### config.mk
export PLATFORM = sky130hd
export DESIGN_NAME = tlk2711_cmd_arb_flat
export DESIGN_NICKNAME = d
export VERILOG_FILES = /design/src/rtl/tlk2711_cmd_arb_if.sv /design/src/rtl/tlk2711_cmd_arb.sv /design/src/flat_wrapper.sv
export SDC_FILE = /design/constraint.sdc
export NUM_CORES = 1
export LEC_CHECK = 0
export CAP_MARGIN = 10
export CORE_AREA = 2 2 136 138
export CTS_CLUSTER_DIAMETER = 40
export CTS_CLUSTER_SIZE = 10
export DETAILED_ROUTE_END_ITERATION = 7
export DIE_AREA = 0 0 138 140
export DONT_BUFFER_PORTS = 1
export MAX_ROUTING_LAYER = met4
export PLACE_DENSITY = 0.42
export SETUP_SLACK_MARGIN = 0.02
export SLEW_MARGIN = 10
export SYNTH_ARGS = -nofsm -noshare
export SYNTH_HDL_FRONTEND = slang
export SYNTH_SLANG_ARGS = --single-unit
### constraint.sdc
create_clock -name clk -period 2.3 [get_ports clk]
set_input_delay 0.46 -clock clk [delete_from_list [all_inputs] [get_ports clk]]
set_output_delay 0.46 -clock clk [all_outputs]
set_load 0.02 [all_outputs]
### src/rtl/tlk2711_cmd_arb_if.sv
// Command-port bundle between the channel arbiter (master) and the shared
// tlk2711_dma command interface (slave).
interface tlk2711_cmd_arb_if #(
  parameter int DATA_WIDTH = 64
) ();

  logic                  cmd_req;
  logic [DATA_WIDTH-1:0] cmd_data;
  logic                  cmd_ack;
  logic                  dma_done;

  modport master (
    output cmd_req,
    output cmd_data,
    input  cmd_ack,
    input  dma_done
  );

  modport slave (
    input  cmd_req,
    input  cmd_data,
    output cmd_ack,
    output dma_done
  );

endinterface

### src/rtl/tlk2711_cmd_arb.sv
// Round-robin arbiter sharing one tlk2711_dma command port between NUM_CH
// channels; accept and completion pulses are routed back to the granted channel.
module tlk2711_cmd_arb #(
  parameter int    NUM_CH      = 4,
  parameter int    CH_ID_WIDTH = 2,
  parameter int    ADDR_WIDTH  = 48,
  parameter int    DLEN_WIDTH  = 16,
  parameter string WAIT_DONE   = "TRUE"
) (
  input  logic                                        clk,
  input  logic                                        rst,
  input  logic                                        i_soft_rst,
  input  logic [NUM_CH-1:0]                           i_ch_ena,
  input  logic [NUM_CH-1:0]                           i_ch_req,
  input  logic [NUM_CH*(DLEN_WIDTH+ADDR_WIDTH)-1:0]   i_ch_data,
  output logic [NUM_CH-1:0]                           o_ch_ack,
  output logic [NUM_CH-1:0]                           o_ch_done,
  output logic [CH_ID_WIDTH-1:0]                      o_grant_id,
  output logic                                        o_busy,
  tlk2711_cmd_arb_if.master                           dma
);

  localparam int                   DW       = DLEN_WIDTH + ADDR_WIDTH;
  localparam bit                   WAIT_EN  = (WAIT_DONE == "TRUE");
  localparam logic [CH_ID_WIDTH-1:0] PTR_INIT = CH_ID_WIDTH'(NUM_CH - 1);

  typedef enum logic [1:0] {
    S_IDLE,
    S_REQ,
    S_WAIT
  } state_t;

  state_t                 state;
  state_t                 state_nxt;
  logic [CH_ID_WIDTH-1:0] ptr;
  logic [CH_ID_WIDTH-1:0] ptr_nxt;
  logic [CH_ID_WIDTH-1:0] grant_nxt;
  logic [DW-1:0]          cmd_data_q;
  logic [DW-1:0]          data_nxt;
  logic [NUM_CH-1:0]      ack_nxt;
  logic [NUM_CH-1:0]      done_nxt;
  logic [NUM_CH-1:0]      elig;
  logic                   found;
  logic [CH_ID_WIDTH-1:0] winner;
  logic [CH_ID_WIDTH-1:0] idx;
  logic [DW-1:0]          ch_cmd [NUM_CH];

  for (genvar g = 0; g < NUM_CH; g++) begin : g_unpack
    assign ch_cmd[g] = i_ch_data[g*DW +: DW];
  end

  assign elig         = i_ch_req & i_ch_ena;
  assign o_busy       = (state != S_IDLE);
  assign dma.cmd_req  = (state == S_REQ);
  assign dma.cmd_data = cmd_data_q;

  // Scan from the farthest offset down so the last hit is the one nearest ptr+1.
  always_comb begin
    found  = 1'b0;
    winner = '0;
    idx    = '0;
    for (int i = NUM_CH; i >= 1; i--) begin
      idx = CH_ID_WIDTH'((int'(ptr) + i) % NUM_CH);
      if (elig[idx]) begin
        found  = 1'b1;
        winner = idx;
      end
    end
  end

  always_comb begin
    state_nxt = state;
    ptr_nxt   = ptr;
    grant_nxt = o_grant_id;
    data_nxt  = cmd_data_q;
    ack_nxt   = '0;
    done_nxt  = '0;
    case (state)
      S_IDLE: begin
        if (found) begin
          state_nxt = S_REQ;
          grant_nxt = winner;
          data_nxt  = ch_cmd[winner];
        end
      end
      S_REQ: begin
        if (dma.cmd_ack) begin
          ack_nxt[o_grant_id] = 1'b1;
          if (WAIT_EN) begin
            state_nxt = S_WAIT;
          end else begin
            state_nxt = S_IDLE;
            ptr_nxt   = o_grant_id;
          end
        end
      end
      S_WAIT: begin
        if (dma.dma_done) begin
          done_nxt[o_grant_id] = 1'b1;
          ptr_nxt              = o_grant_id;
          state_nxt            = S_IDLE;
        end
      end
      default: state_nxt = S_IDLE;
    endcase
    // Soft reset overrides everything, including an ack arriving the same cycle.
    if (i_soft_rst) begin
      state_nxt = S_IDLE;
      ptr_nxt   = PTR_INIT;
      grant_nxt = '0;
      data_nxt  = '0;
      ack_nxt   = '0;
      done_nxt  = '0;
    end
  end

  always_ff @(posedge clk or posedge rst) begin
    if (rst) begin
      state      <= S_IDLE;
      ptr        <= PTR_INIT;
      o_grant_id <= '0;
      cmd_data_q <= '0;
      o_ch_ack   <= '0;
      o_ch_done  <= '0;
    end else begin
      state      <= state_nxt;
      ptr        <= ptr_nxt;
      o_grant_id <= grant_nxt;
      cmd_data_q <= data_nxt;
      o_ch_ack   <= ack_nxt;
      o_ch_done  <= done_nxt;
    end
  end

endmodule
### src/flat_wrapper.sv
// flat-port wrapper written by rule: the top's interface ports become plain ports
module tlk2711_cmd_arb_flat 
#(
  parameter int    NUM_CH      = 4,
  parameter int    CH_ID_WIDTH = 2,
  parameter int    ADDR_WIDTH  = 48,
  parameter int    DLEN_WIDTH  = 16,
  parameter string WAIT_DONE   = "    "
)
  (clk, rst, i_soft_rst, i_ch_ena, i_ch_req, i_ch_data, o_ch_ack, o_ch_done, o_grant_id, o_busy, dma_cmd_req, dma_cmd_data, dma_cmd_ack, dma_dma_done);
  tlk2711_cmd_arb_if dma_i ();
  input  logic clk;
  input  logic rst;
  input  logic i_soft_rst;
  input  logic [NUM_CH-1:0] i_ch_ena;
  input  logic [NUM_CH-1:0] i_ch_req;
  input  logic [NUM_CH*(DLEN_WIDTH+ADDR_WIDTH)-1:0] i_ch_data;
  output logic [NUM_CH-1:0] o_ch_ack;
  output logic [NUM_CH-1:0] o_ch_done;
  output logic [CH_ID_WIDTH-1:0] o_grant_id;
  output logic o_busy;
  output wire logic [$bits(dma_i.cmd_req)-1:0] dma_cmd_req;
  output wire logic [$bits(dma_i.cmd_data)-1:0] dma_cmd_data;
  input wire logic [$bits(dma_i.cmd_ack)-1:0] dma_cmd_ack;
  input wire logic [$bits(dma_i.dma_done)-1:0] dma_dma_done;
  assign dma_cmd_req = dma_i.cmd_req;
  assign dma_cmd_data = dma_i.cmd_data;
  assign dma_i.cmd_ack = dma_cmd_ack;
  assign dma_i.dma_done = dma_dma_done;
  tlk2711_cmd_arb #(.NUM_CH(NUM_CH), .CH_ID_WIDTH(CH_ID_WIDTH), .ADDR_WIDTH(ADDR_WIDTH), .DLEN_WIDTH(DLEN_WIDTH), .WAIT_DONE(WAIT_DONE)) u_core (.clk(clk), .rst(rst), .i_soft_rst(i_soft_rst), .i_ch_ena(i_ch_ena), .i_ch_req(i_ch_req), .i_ch_data(i_ch_data), .o_ch_ack(o_ch_ack), .o_ch_done(o_ch_done), .o_grant_id(o_grant_id), .o_busy(o_busy), .dma(dma_i));
endmodule
# ---- Word level (Yosys, flattened, before mapping)
# Index checks and enable logic that the tools add are counted.
dict set report totals {
  mem_bits_rw 0
  register_bits 78
  n_memories 0
  romBits 0
  latchBits 0
  word_cells 75
}
dict set report classes {
  n_mul 0
  n_mux 42
  shifts 0
  bitwise_logic 2
  add_sub_neg 4
  order_cmp 7
  reduce_logical 9
  div_mod_pow 0
  eq_ne 5
}
# cell count
set ops {}
lappend ops {{2-to-1 mux 64 bit} 5}
lappend ops {{binary-select mux 64 bit (select 2 bit)} 1}
lappend ops {{2-to-1 mux 2 bit} 14}
lappend ops {{2-to-1 mux 4 bit} 6}
lappend ops {{less-than comparator 2 x 3 -> 1 bit (second input constant)} 5}
lappend ops {{2-to-1 mux 1 bit} 9}
lappend ops {{binary-select mux 1 bit (select 2 bit)} 4}
lappend ops {{inequality test 3 x 2 -> 1 bit (second input constant)} 2}
lappend ops {{case mux 2 bit (3 select lines)} 1}
lappend ops {{AND reduction 3 bit} 2}
lappend ops {{nonzero test 2 bit} 3}
lappend ops {{adder 2 x 1 -> 2 bit (second input constant)} 2}
lappend ops {{adder 2 bit (second input constant)} 2}
lappend ops {{bitwise AND 4 bit} 1}
lappend ops {{case mux 2 bit (2 select lines)} 1}
lappend ops {{>= comparator 3 bit (second input constant)} 1}
lappend ops {{inequality test 3 bit (second input constant)} 1}
lappend ops {{inverter 2 -> 3 bit} 1}
lappend ops {{nonzero test 3 bit} 1}
lappend ops {{demux 1 bit (select 2 bit)} 1}
lappend ops {{== test 2 x 1 -> 1 bit (second input constant)} 1}
lappend ops {{== test 2 bit (second input constant)} 1}
lappend ops {{>= comparator 2 x 1 -> 1 bit (second input constant)} 1}
lappend ops {{logical NOT 2 bit} 1}
lappend ops {{other kinds (2)} 2}

# ---- Depth between registers and ports, before layout
# Gate-level depths: netlist of the first run.
dict set report logic_depth {
  word_depth 14
  ltp_mapped 8
}

# ---- Least setup slack after synthesis of the first run
# Ideal clock, no wire load.
dict set report synth_timing {
  kind {input-to-reg}
  from {input i_ch_req[0]}
  to {register u_core.cmd_data_q[63] (netlist: u_core.dma.cmd_data[63])}
  arrival_ns 1.825
  cell_stages 7
  setup_slack_ns 0.354
  n_path_buf 2
  cell_sequence {a22o_1 -> o211a_1 -> buf_2 -> clkbuf_1 -> and3_1 -> a211o_1 -> a32o_1}
}
dict set report synth_via {
  elab_chain_len 14
}
# element line_no
set synth_lines {}
lappend synth_lines {{start: declaration} flat_wrapper.sv:16} ;# input logic [NUM_CH-1:0] i_ch_req;
lappend synth_lines {{bitwise AND 4 bit *} tlk2711_cmd_arb.sv:52} ;# assign elig = i_ch_req & i_ch_ena;
lappend synth_lines {{binary-select mux 1 bit (select 2 bit)} tlk2711_cmd_arb.sv:64} ;# if (elig[idx]) begin
lappend synth_lines {{2-to-1 mux 1 bit (not written as such)} tlk2711_cmd_arb.sv:64}
lappend synth_lines {{2-to-1 mux 2 bit (4 in a row)} tlk2711_cmd_arb.sv:64}
lappend synth_lines {{inverter 2 -> 3 bit (not written as such)} tlk2711_cmd_arb.sv:83} ;# data_nxt = ch_cmd[winner];
lappend synth_lines {{binary-select mux 64 bit (select 2 bit)} tlk2711_cmd_arb.sv:83}
lappend synth_lines {{2-to-1 mux 64 bit (not written as such) (2 in a row)} tlk2711_cmd_arb.sv:83}
lappend synth_lines {{2-to-1 mux 64 bit} tlk2711_cmd_arb.sv:80} ;# if (found) begin
lappend synth_lines {{2-to-1 mux 64 bit} tlk2711_cmd_arb.sv:78} ;# case (state)
lappend synth_lines {{2-to-1 mux 64 bit} tlk2711_cmd_arb.sv:107} ;# if (i_soft_rst) begin
lappend synth_lines {{end signal: assignment} tlk2711_cmd_arb.sv:129} ;# cmd_data_q <= data_nxt;
lappend synth_lines {{end: declaration} tlk2711_cmd_arb.sv:38} ;# logic [DW-1:0] cmd_data_q;
# Every way passes the cells marked *; elsewhere a longest branch is shown, timed or not. The select of a mux whose other input is x is not followed.
# A chain may end at the register's enable or synchronous reset.

# ---- Worst setup path after layout of the first run
dict set report layout_timing {
  from {register u_core.ptr[1]}
  to {register u_core.cmd_data_q[13] (netlist: u_core.dma.cmd_data[13])}
}
dict set report layout_via {
  elab_chain_len 14
}
# element line_no
set layout_lines {}
lappend layout_lines {{start: declaration} tlk2711_cmd_arb.sv:35} ;# logic [CH_ID_WIDTH-1:0] ptr;
lappend layout_lines {{start signal: assignment} tlk2711_cmd_arb.sv:127} ;# ptr <= ptr_nxt;
lappend layout_lines {{adder 2 x 1 -> 2 bit} tlk2711_cmd_arb.sv:63} ;# idx = CH_ID_WIDTH'((int'(ptr) + i) % NUM_CH);
lappend layout_lines {{binary-select mux 1 bit (select 2 bit)} tlk2711_cmd_arb.sv:64}
lappend layout_lines {{2-to-1 mux 1 bit (not written as such)} tlk2711_cmd_arb.sv:64}
lappend layout_lines {{2-to-1 mux 2 bit (4 in a row)} tlk2711_cmd_arb.sv:64}
lappend layout_lines {{inverter 2 -> 3 bit (not written as such)} tlk2711_cmd_arb.sv:83}
lappend layout_lines {{binary-select mux 64 bit (select 2 bit)} tlk2711_cmd_arb.sv:83}
lappend layout_lines {{2-to-1 mux 64 bit (not written as such) (2 in a row)} tlk2711_cmd_arb.sv:83}
lappend layout_lines {{2-to-1 mux 64 bit} tlk2711_cmd_arb.sv:80}
lappend layout_lines {{2-to-1 mux 64 bit} tlk2711_cmd_arb.sv:78}
lappend layout_lines {{2-to-1 mux 64 bit} tlk2711_cmd_arb.sv:107}
# Parallel ways exist; a longest one is shown, timed or not. The select of a mux whose other input is x is not followed.

==> impl_metrics.sql, run 1 <==
INSERT INTO impl_metrics (metric_group, metric, value, unit) VALUES
('outcome', 'run_status', 'complete, no violations', ''),
('layout', 'sequential_cell_area', '0.00183', 'mm2'),
('power', 'power.density_cell_area', '810', 'mW/mm2'),
('worst_setup_path', 'critPathCaptureType', 'flip-flop', ''),
('worst_setup_path', 'crit_slowest_cell', 'dfstp_2', ''),
('layout', 'multiInputGateArea', '0.00290', 'mm2'),
('yosys', 'yosysSeqAreaShare', '36.3', '%'),
('layout', 'final_net_count', '800', ''),
('floorplan', 'floorplan.io_pins', '345', ''),
('yosys', 'syn_inst', '577', ''),
('worst_setup_path', 'critPathMaxFanout', '88', ''),
('worst_setup_path', 'worst_path_dominant_cell_family', 'compound AO/OA/AOI/OAI gates', ''),
('yosys', 'yosysWarnings', '0', ''),
('place', 'place_inst', '749', ''),
('global_route', 'met2_usage', '31.4', '%'),
('worst_setup_path', 'start_kind', 'flip-flop', ''),
('floorplan', 'die_h', '140', 'um'),
('global_route', 'grt_pass1_vias', '4897', ''),
('clock_tree', 'clk_root_buffer_cell', 'clkbuf_16', ''),
('yosys', 'ys_top_cells_by_area', 'dfrtp_1 (35%), nand3_1 (13%), a32o_1 (13%)', ''),
('floorplan', 'core_area', '0.0178', 'mm2'),
('clock_tree', 'clk_pin_slew', '0.06', 'ns'),
('yosys', 'ys_seq_elements', '73', ''),
('global_route', 'grt_remaining_overflow', '0', ''),
('routing', 'drcViolationCount', '0', ''),
('yosys', 'synth.distinct_cells', '32', ''),
('power', 'comb_power_share', '24.3', '%'),
('clock_tree', 'tritoncts.num_buffers', '9', ''),
('sta', 'slew_of_the_pin_with_the_lowest_slew_margin', '0.585', 'ns'),
('sta', 'layout_worst_path_cycle_share', '92.7', '%'),
('floorplan', 'die_w', '138', 'um'),
('yosys', 'postSynth.asyncResetShare', '100', '%'),
('power', 'p_sw', '1.51', 'mW'),
('routing', 'drtPass1Iterations', '5', ''),
('global_route', 'fraction_of_met1_tracks_used_by_global_routing', '20.1', '%'),
('clock_tree', 'number_of_sinks_handled_by_clock_tree_synthesis', '73', ''),
('worst_setup_path', 'path_buf_inv', '1', ''),
('sta', 'final_hold_viol_count', '0', ''),
('worst_setup_path', 'criticalPathCategory', 'reg2reg', ''),
('global_route', 'grt_first_pass_wirelength', '27400', 'um'),
('floorplan', 'num_rows', '49', ''),
('routing', 'drt_wl_total', '18200', 'um'),
('clock_tree', 'cts.htree.levels', '3', ''),
('routing', 'drtIter0Drc', '246', ''),
('global_route', 'grt_use_total', '18.3', '%'),
('place', 'place_congestion', '0.862', ''),
('global_route', 'grt_util_met3', '5.09', '%'),
('power', 'clkPwrFrac', '37.2', '%'),
('clock_tree', 'post-cts-setup-buffer-count', '0', ''),
('yosys', 'netlist.top_cell.by_area', 'dfrtp_1', ''),
('sta', 'grt_setup_unrepaired', 'no', ''),
('layout', 'fillerInstances', '1857', ''),
('flow_run', 'drv_cap', '0', ''),
('yosys', 'synth.cell_area', '0.00504', 'mm2'),
('power', 'intPower', '3.05', 'mW'),
('power', 'fraction_of_power_consumed_by_sequential_logic', '38.6', '%'),
('yosys', 'synth_most_common_cell', 'nand3_1', ''),
('sta', 'slew_viol_final', '0', ''),
('yosys', 'synth.avg_cell_area', '8.73', 'um2'),
('worst_setup_path', 'worst_path_largest_cell_delay', '0.62', 'ns'),
('sta', 'maxSlewHeadroom', '61.0', '%'),
('routing', 'postRouteAntennaNets', '0', ''),
('yosys', 'post_synth_most_frequent_cells', 'nand3_1 (129), dfrtp_1 (71), a211o_1 (66), and3_1 (66)', ''),
('global_route', 'largest_net_degree_at_the_start_of_global_routing', '89', ''),
('clock_tree', 'clock_tree_from_tritoncts', 'done', ''),
('yosys', 'postSynth.topFlopCell', 'dfrtp_1', ''),
('worst_setup_path', 'worstPathCellList', 'nand4b_1 > o211a_4 > buf_12 > and3_1 > a211o_1 > a32o_1', ''),
('place', 'detailed_place_hpwl', '12700', 'um'),
('sta', 'worst_slack', '0.168', 'ns'),
('layout', 'synthToLayoutAreaGrowth', '11.7', '%'),
('yosys', 'edff_count_synth', '0', '');
-- worst register-to-register path: stages (launching register included) --
cell      delay (ns)
dfstp_2         0.62
nand4b_1        0.17
o211a_4         0.21
buf_12          0.18
and3_1          0.36
a211o_1         0.23
a32o_1          0.24
-- logic make-up (layout without fill, tap and decap cells) --
kind of cell           count (synthesis)  after routing  synth area share, %
AO/OA/AOI/OAI                        208            208                 32.9
buffers and inverters                 82             38                 7.42
flip-flops                            73             73                 36.3
other                                  1              5               0.0744
AND/OR/NAND/NOR                      213            213                 23.3
-- metal layers --
layer / vias up / wire [um]
li1: 2195 / -
met1: 2376 / 6880
met2: 304 / 9290
met3: 46 / 1490
met4: 0 / 554
met5: - / 0
-- worst paths after layout --
path	from	endpoint	slack, ns	cells past startpoint
min	rst	u_core.dma.cmd_data[57]$_DFFE_PP0P_	0.07	2
max	u_core.ptr[1]$_DFFE_PP1P_	u_core.dma.cmd_data[13]$_DFFE_PP0P_	0.17	6
min reg2reg	u_core.dma.cmd_data[3]$_DFFE_PP0P_	u_core.dma.cmd_data[3]$_DFFE_PP0P_	0.64	1
min in group clk	i_soft_rst	u_core.state[0]$_DFFE_PP0P_	0.19	1
max reg2reg	u_core.ptr[1]$_DFFE_PP1P_	u_core.dma.cmd_data[13]$_DFFE_PP0P_	0.17	6
max in group asynchronous	rst	u_core.ptr[1]$_DFFE_PP1P_	1.84	2
-- layout by cell type (no fill, tap or decap), types with 4 or more instances in the layout --
| cell type | instances |
|---|---|
| a211o_1 | 66 |
| buf_4 | 15 |
| o21ai_0 | 64 |
| a32o_1 | 64 |
| nand3_1 | 128 |
| conb_1 | 4 |
| and3_1 | 66 |
| clkbuf_16 | 9 |
| a22o_1 | 5 |
| dfrtp_1 | 71 |
| buf_12 | 6 |
-- state kept, by name, indices dropped and copies added (netlist names) --
signal,count
u_core.state,1
u_core.o_grant_id,2
u_core.dma.cmd_data,64
u_core.ptr,2
u_core.o_ch_ack,4
-- power by group through the flow --
stage	Combinational, mW	Clock (mW)	Sequential [mW]
global placement	1.09	0	1.79
CTS	1.11	1.77	1.76
detailed placement	1.11	0	1.78
finish	1.11	1.70	1.76
global route	1.22	1.81	1.77
floorplan	0.869	0	1.72
-- cell type report --
class / instances / share of cell area [%]
Clock inverter: 4 / 1.73
Clock buffer: 12 / 4.74
Antenna cell: 1 / 0.0445
Sequential cell: 73 / 32.5
Multi-Input combinational cell: 425 / 51.6
Timing Repair Buffer: 21 / 4.14
Tap cell: 229 / 5.09
Inverter: 1 / 0.133
-- metrics by stage --
stage	util, %	power (mW)	hold slack (ns)
floorplan	-	2.59	0.551
global placement	29.6	2.87	0.476
detailed placement	29.6	2.89	0.487
CTS	31.6	4.64	0.106
global route	31.6	4.81	0.129
finish	31.6	4.56	0.0696
Power figures use the tool's default switching activity.
==> run 2, diff against run 1 <==
- CELL_PAD_IN_SITES_DETAIL_PLACEMENT: not set -> 2
- CELL_PAD_IN_SITES_GLOBAL_PLACEMENT: not set -> 2
- CORE_AREA: 2 2 136 138 -> 2 2 133 135
- DIE_AREA: 0 0 138 140 -> 0 0 135 137
- PLACE_DENSITY: 0.42 -> 0.74
==> run 2 against run 1 <==
Combinational power rose by 4%. Via count rose by 2.0%. Die area fell by 4.3%. Worst setup slack got worse by 0.060 ns. Worst hold slack improved by 0.030 ns. Cell area fell by 0.89%. Clock-buffer cell count fell by 2. Wire length rose by 12%. Critical path type unchanged. Clock skew rose by 0.0061 ns. Clock power fell by 8%. Final cell count fell by 1.6%.
==> impl_metrics.sql, run 2 (synthesized netlist as in run 1, its figures left out) <==
INSERT INTO impl_metrics (metric_group, metric, value, unit) VALUES
('clock_tree', 'post-cts-setup-buffer-count', '0', ''),
('worst_setup_path', 'path_buf_inv', '1', ''),
('layout', 'drive_gt1_share', '7.56', '%'),
('routing', 'drt-wirelength-per-cell', '27.1', 'um'),
('layout', 'layout.cells.non_filler', '754', ''),
('power', 'p_sw_share', '35.4', '%'),
('power', 'comb_power_share', '25.6', '%'),
('clock_tree', 'clk_root_buffer_cell', 'clkbuf_16', ''),
('routing', 'vias_per_cell', '6.66', ''),
('clock_tree', 'cts.htree.levels', '3', ''),
('sta', 'fmaxAchievable', '0.456', 'GHz'),
('place', 'portBuffers', '0', ''),
('routing', 'drtPass1Iterations', '5', ''),
('clock_tree', 'postCtsHoldBufs', '0', ''),
('sta', 'layout_worst_path_cycle_share', '95.3', '%'),
('layout', 'largest_register_ffs', '64', ''),
('global_route', 'grt_pass1_vias', '5347', ''),
('power', 'fraction_of_power_consumed_by_sequential_logic', '39.4', '%'),
('global_route', 'antenna_found_initial', '0', ''),
('sta', 'grt_setup_unrepaired', 'no', ''),
('floorplan', 'die_h', '137', 'um'),
('routing', 'postRouteAntennaNets', '0', ''),
('worst_setup_path', 'arrival', '2.42', 'ns'),
('sta', 'final_hold_viol_count', '0', ''),
('global_route', 'grt_use_total', '21.6', '%'),
('clock_tree', 'cts_resized', '0', ''),
('floorplan', 'floorplan.io_pins', '345', ''),
('clock_tree', 'number_of_sinks_handled_by_clock_tree_synthesis', '73', ''),
('floorplan', 'core_area', '0.0171', 'mm2'),
('global_route', 'largest_net_degree_at_the_start_of_global_routing', '78', ''),
('power', 'vdd_drop_max', '0.000301', 'V'),
('place', 'detailed_place_hpwl', '14100', 'um'),
('routing', 'drt_wl_total', '20500', 'um'),
('layout', 'synthToLayoutAreaGrowth', '10.7', '%'),
('sta', 'slew_viol_final', '0', ''),
('worst_setup_path', 'start_kind', 'flip-flop', ''),
('floorplan', 'num_rows', '48', ''),
('layout', 'final_net_count', '793', ''),
('sta', 'setup-tns-final', '0', 'ns'),
('power', 'intPower', '2.89', 'mW'),
('min_path', 'timing.hold.worst.class', 'in2async', ''),
('worst_setup_path', 'crit_slowest_cell', 'dfstp_2', ''),
('place', 'place_congestion', '0.854', ''),
('sta', 'maxSlewHeadroom', '58.1', '%'),
('global_route', 'grt_first_pass_wirelength', '30000', 'um'),
('global_route', 'grt_remaining_overflow', '0', ''),
('layout', 'diodes', '0', ''),
('worst_setup_path', 'worst_path_largest_cell_delay', '0.61', 'ns'),
('routing', 'drcViolationCount', '0', ''),
('clock_tree', 'clk_pin_slew', '0.06', 'ns'),
('worst_setup_path', 'worstPathCellList', 'nand3_1 > o22a_4 > buf_12 > and3_1 > a211o_1 > a32o_1', ''),
('sta', 'setup-violations-final', '0', ''),
('worst_setup_path', 'critPathCaptureType', 'flip-flop', ''),
('clock_tree', 'clock_path_buffers', '2', ''),
('power', 'p_sw', '1.59', 'mW'),
('outcome', 'run_status', 'complete, no violations', ''),
('clock_tree', 'clock_tree_from_tritoncts', 'done', ''),
('worst_setup_path', 'worst_path_dominant_cell_family', 'compound AO/OA/AOI/OAI gates', ''),
('sta', 'slew_of_the_pin_with_the_lowest_slew_margin', '0.628', 'ns'),
('layout', 'layout.cells.most_common_list', 'nand3_1 (129), dfrtp_1 (71), and3_1 (66), a211o_1 (66)', ''),
('routing', 'vias', '5019', ''),
('worst_setup_path', 'required_time_reported_for_the_critical_path_endpoint', '2.53', 'ns'),
('sta', 'timing.clock.skew', '0.0122', 'ns'),
('power', 'leakagePower', '2.43', 'nW'),
('worst_setup_path', 'criticalPathCategory', 'reg2reg', ''),
('place', 'place_inst', '738', ''),
('sta', 'shortest_clock_period_the_worst_path_allows_after_layout', '2.19', 'ns'),
('routing', 'drtIter0Drc', '202', ''),
('floorplan', 'die_w', '135', 'um'),
('layout', 'final_common_cell', 'nand3_1', ''),
('layout', 'fillerInstances', '1898', ''),
('worst_setup_path', 'critPathMaxFanout', '77', ''),
('power', 'power.density_cell_area', '803', 'mW/mm2'),
('power', 'clkPwrFrac', '35.0', '%'),
('floorplan', 'die_area', '0.0185', 'mm2'),
('clock_tree', 'clk_latency', '0.34', 'ns'),
('floorplan', 'floorplan.initialDensity', '29.5', '%'),
('clock_tree', 'tritoncts.num_buffers', '9', ''),
('flow_run', 'drv_cap', '0', '');
## run 2: cell types whose count changed in the layout (fill, tap and decap cells not counted), sizes merged
cell    change
bufinv      -1
clkbuf      -2
buf         -7
inv         +1
diode       -1
clkinv      +2
## run 2: metal layers
layer | track usage (%) | vias to the layer above | part of all wire (%)
li1 | - | 2182 | -
met1 | 23.1 | 2518 | 38
met2 | 37.9 | 272 | 52
met3 | 4.63 | 47 | 7.2
met4 | 10.7 | 0 | 3.2
met5 | - | - | 0
## run 2: path summary, 6_finish.rpt
kind	start	end	slack, ns	cells past startpoint
worst max-delay path	u_core.ptr[1]$_DFFE_PP1P_	u_core.dma.cmd_data[54]$_DFFE_PP0P_	0.11	6
worst min register to register	u_core.dma.cmd_data[50]$_DFFE_PP0P_	u_core.dma.cmd_data[50]$_DFFE_PP0P_	0.64	1
worst min-delay path	rst	u_core.dma.cmd_data[28]$_DFFE_PP0P_	0.1	2
max in group asynchronous	rst	u_core.ptr[1]$_DFFE_PP1P_	1.85	2
worst max register to register	u_core.ptr[1]$_DFFE_PP1P_	u_core.dma.cmd_data[54]$_DFFE_PP0P_	0.11	6
min in group clk	i_soft_rst	u_core.state[0]$_DFFE_PP0P_	0.18	1
## run 2: per-stage QoR
stage / total power [mW] / instance area, um2 / worst slack (ns) / util (%) / hold slack, ns
floorplan: 2.59 / 5050 / 0.354 / - / 0.551
global placement: 2.87 / 5250 / 0.130 / 30.8 / 0.477
detailed placement: 2.94 / 5250 / 0.00967 / 30.8 / 0.489
CTS: 4.55 / 5580 / 0.146 / 32.7 / 0.112
global route: 4.71 / 5580 / 0.0794 / 32.7 / 0.123
finish: 4.48 / 5580 / 0.108 / 32.7 / 0.0991
## run 2: area by class of cell
| type | count | area, um2 | area share [%] |
|---|---|---|---|
| clock buffer | 10 | 239 | 4.29 |
| sequential | 73 | 1830 | 32.8 |
| inverter | 1 | 7.51 | 0.135 |
| tap | 225 | 282 | 5.05 |
| timing repair buffer | 14 | 230 | 4.13 |
| multi-input combinational | 425 | 2900 | 52.0 |
| clock inverter | 6 | 90.1 | 1.62 |
## run 2: power groups by stage
stage,logic [mW],registers (mW),clock network (mW)
2_1_floorplan,0.869,1.72,0
5_1_grt,1.25,1.78,1.67
4_1_cts,1.16,1.77,1.63
3_5_place_dp,1.16,1.79,0
3_3_place_gp,1.08,1.78,0
6_report,1.15,1.76,1.57
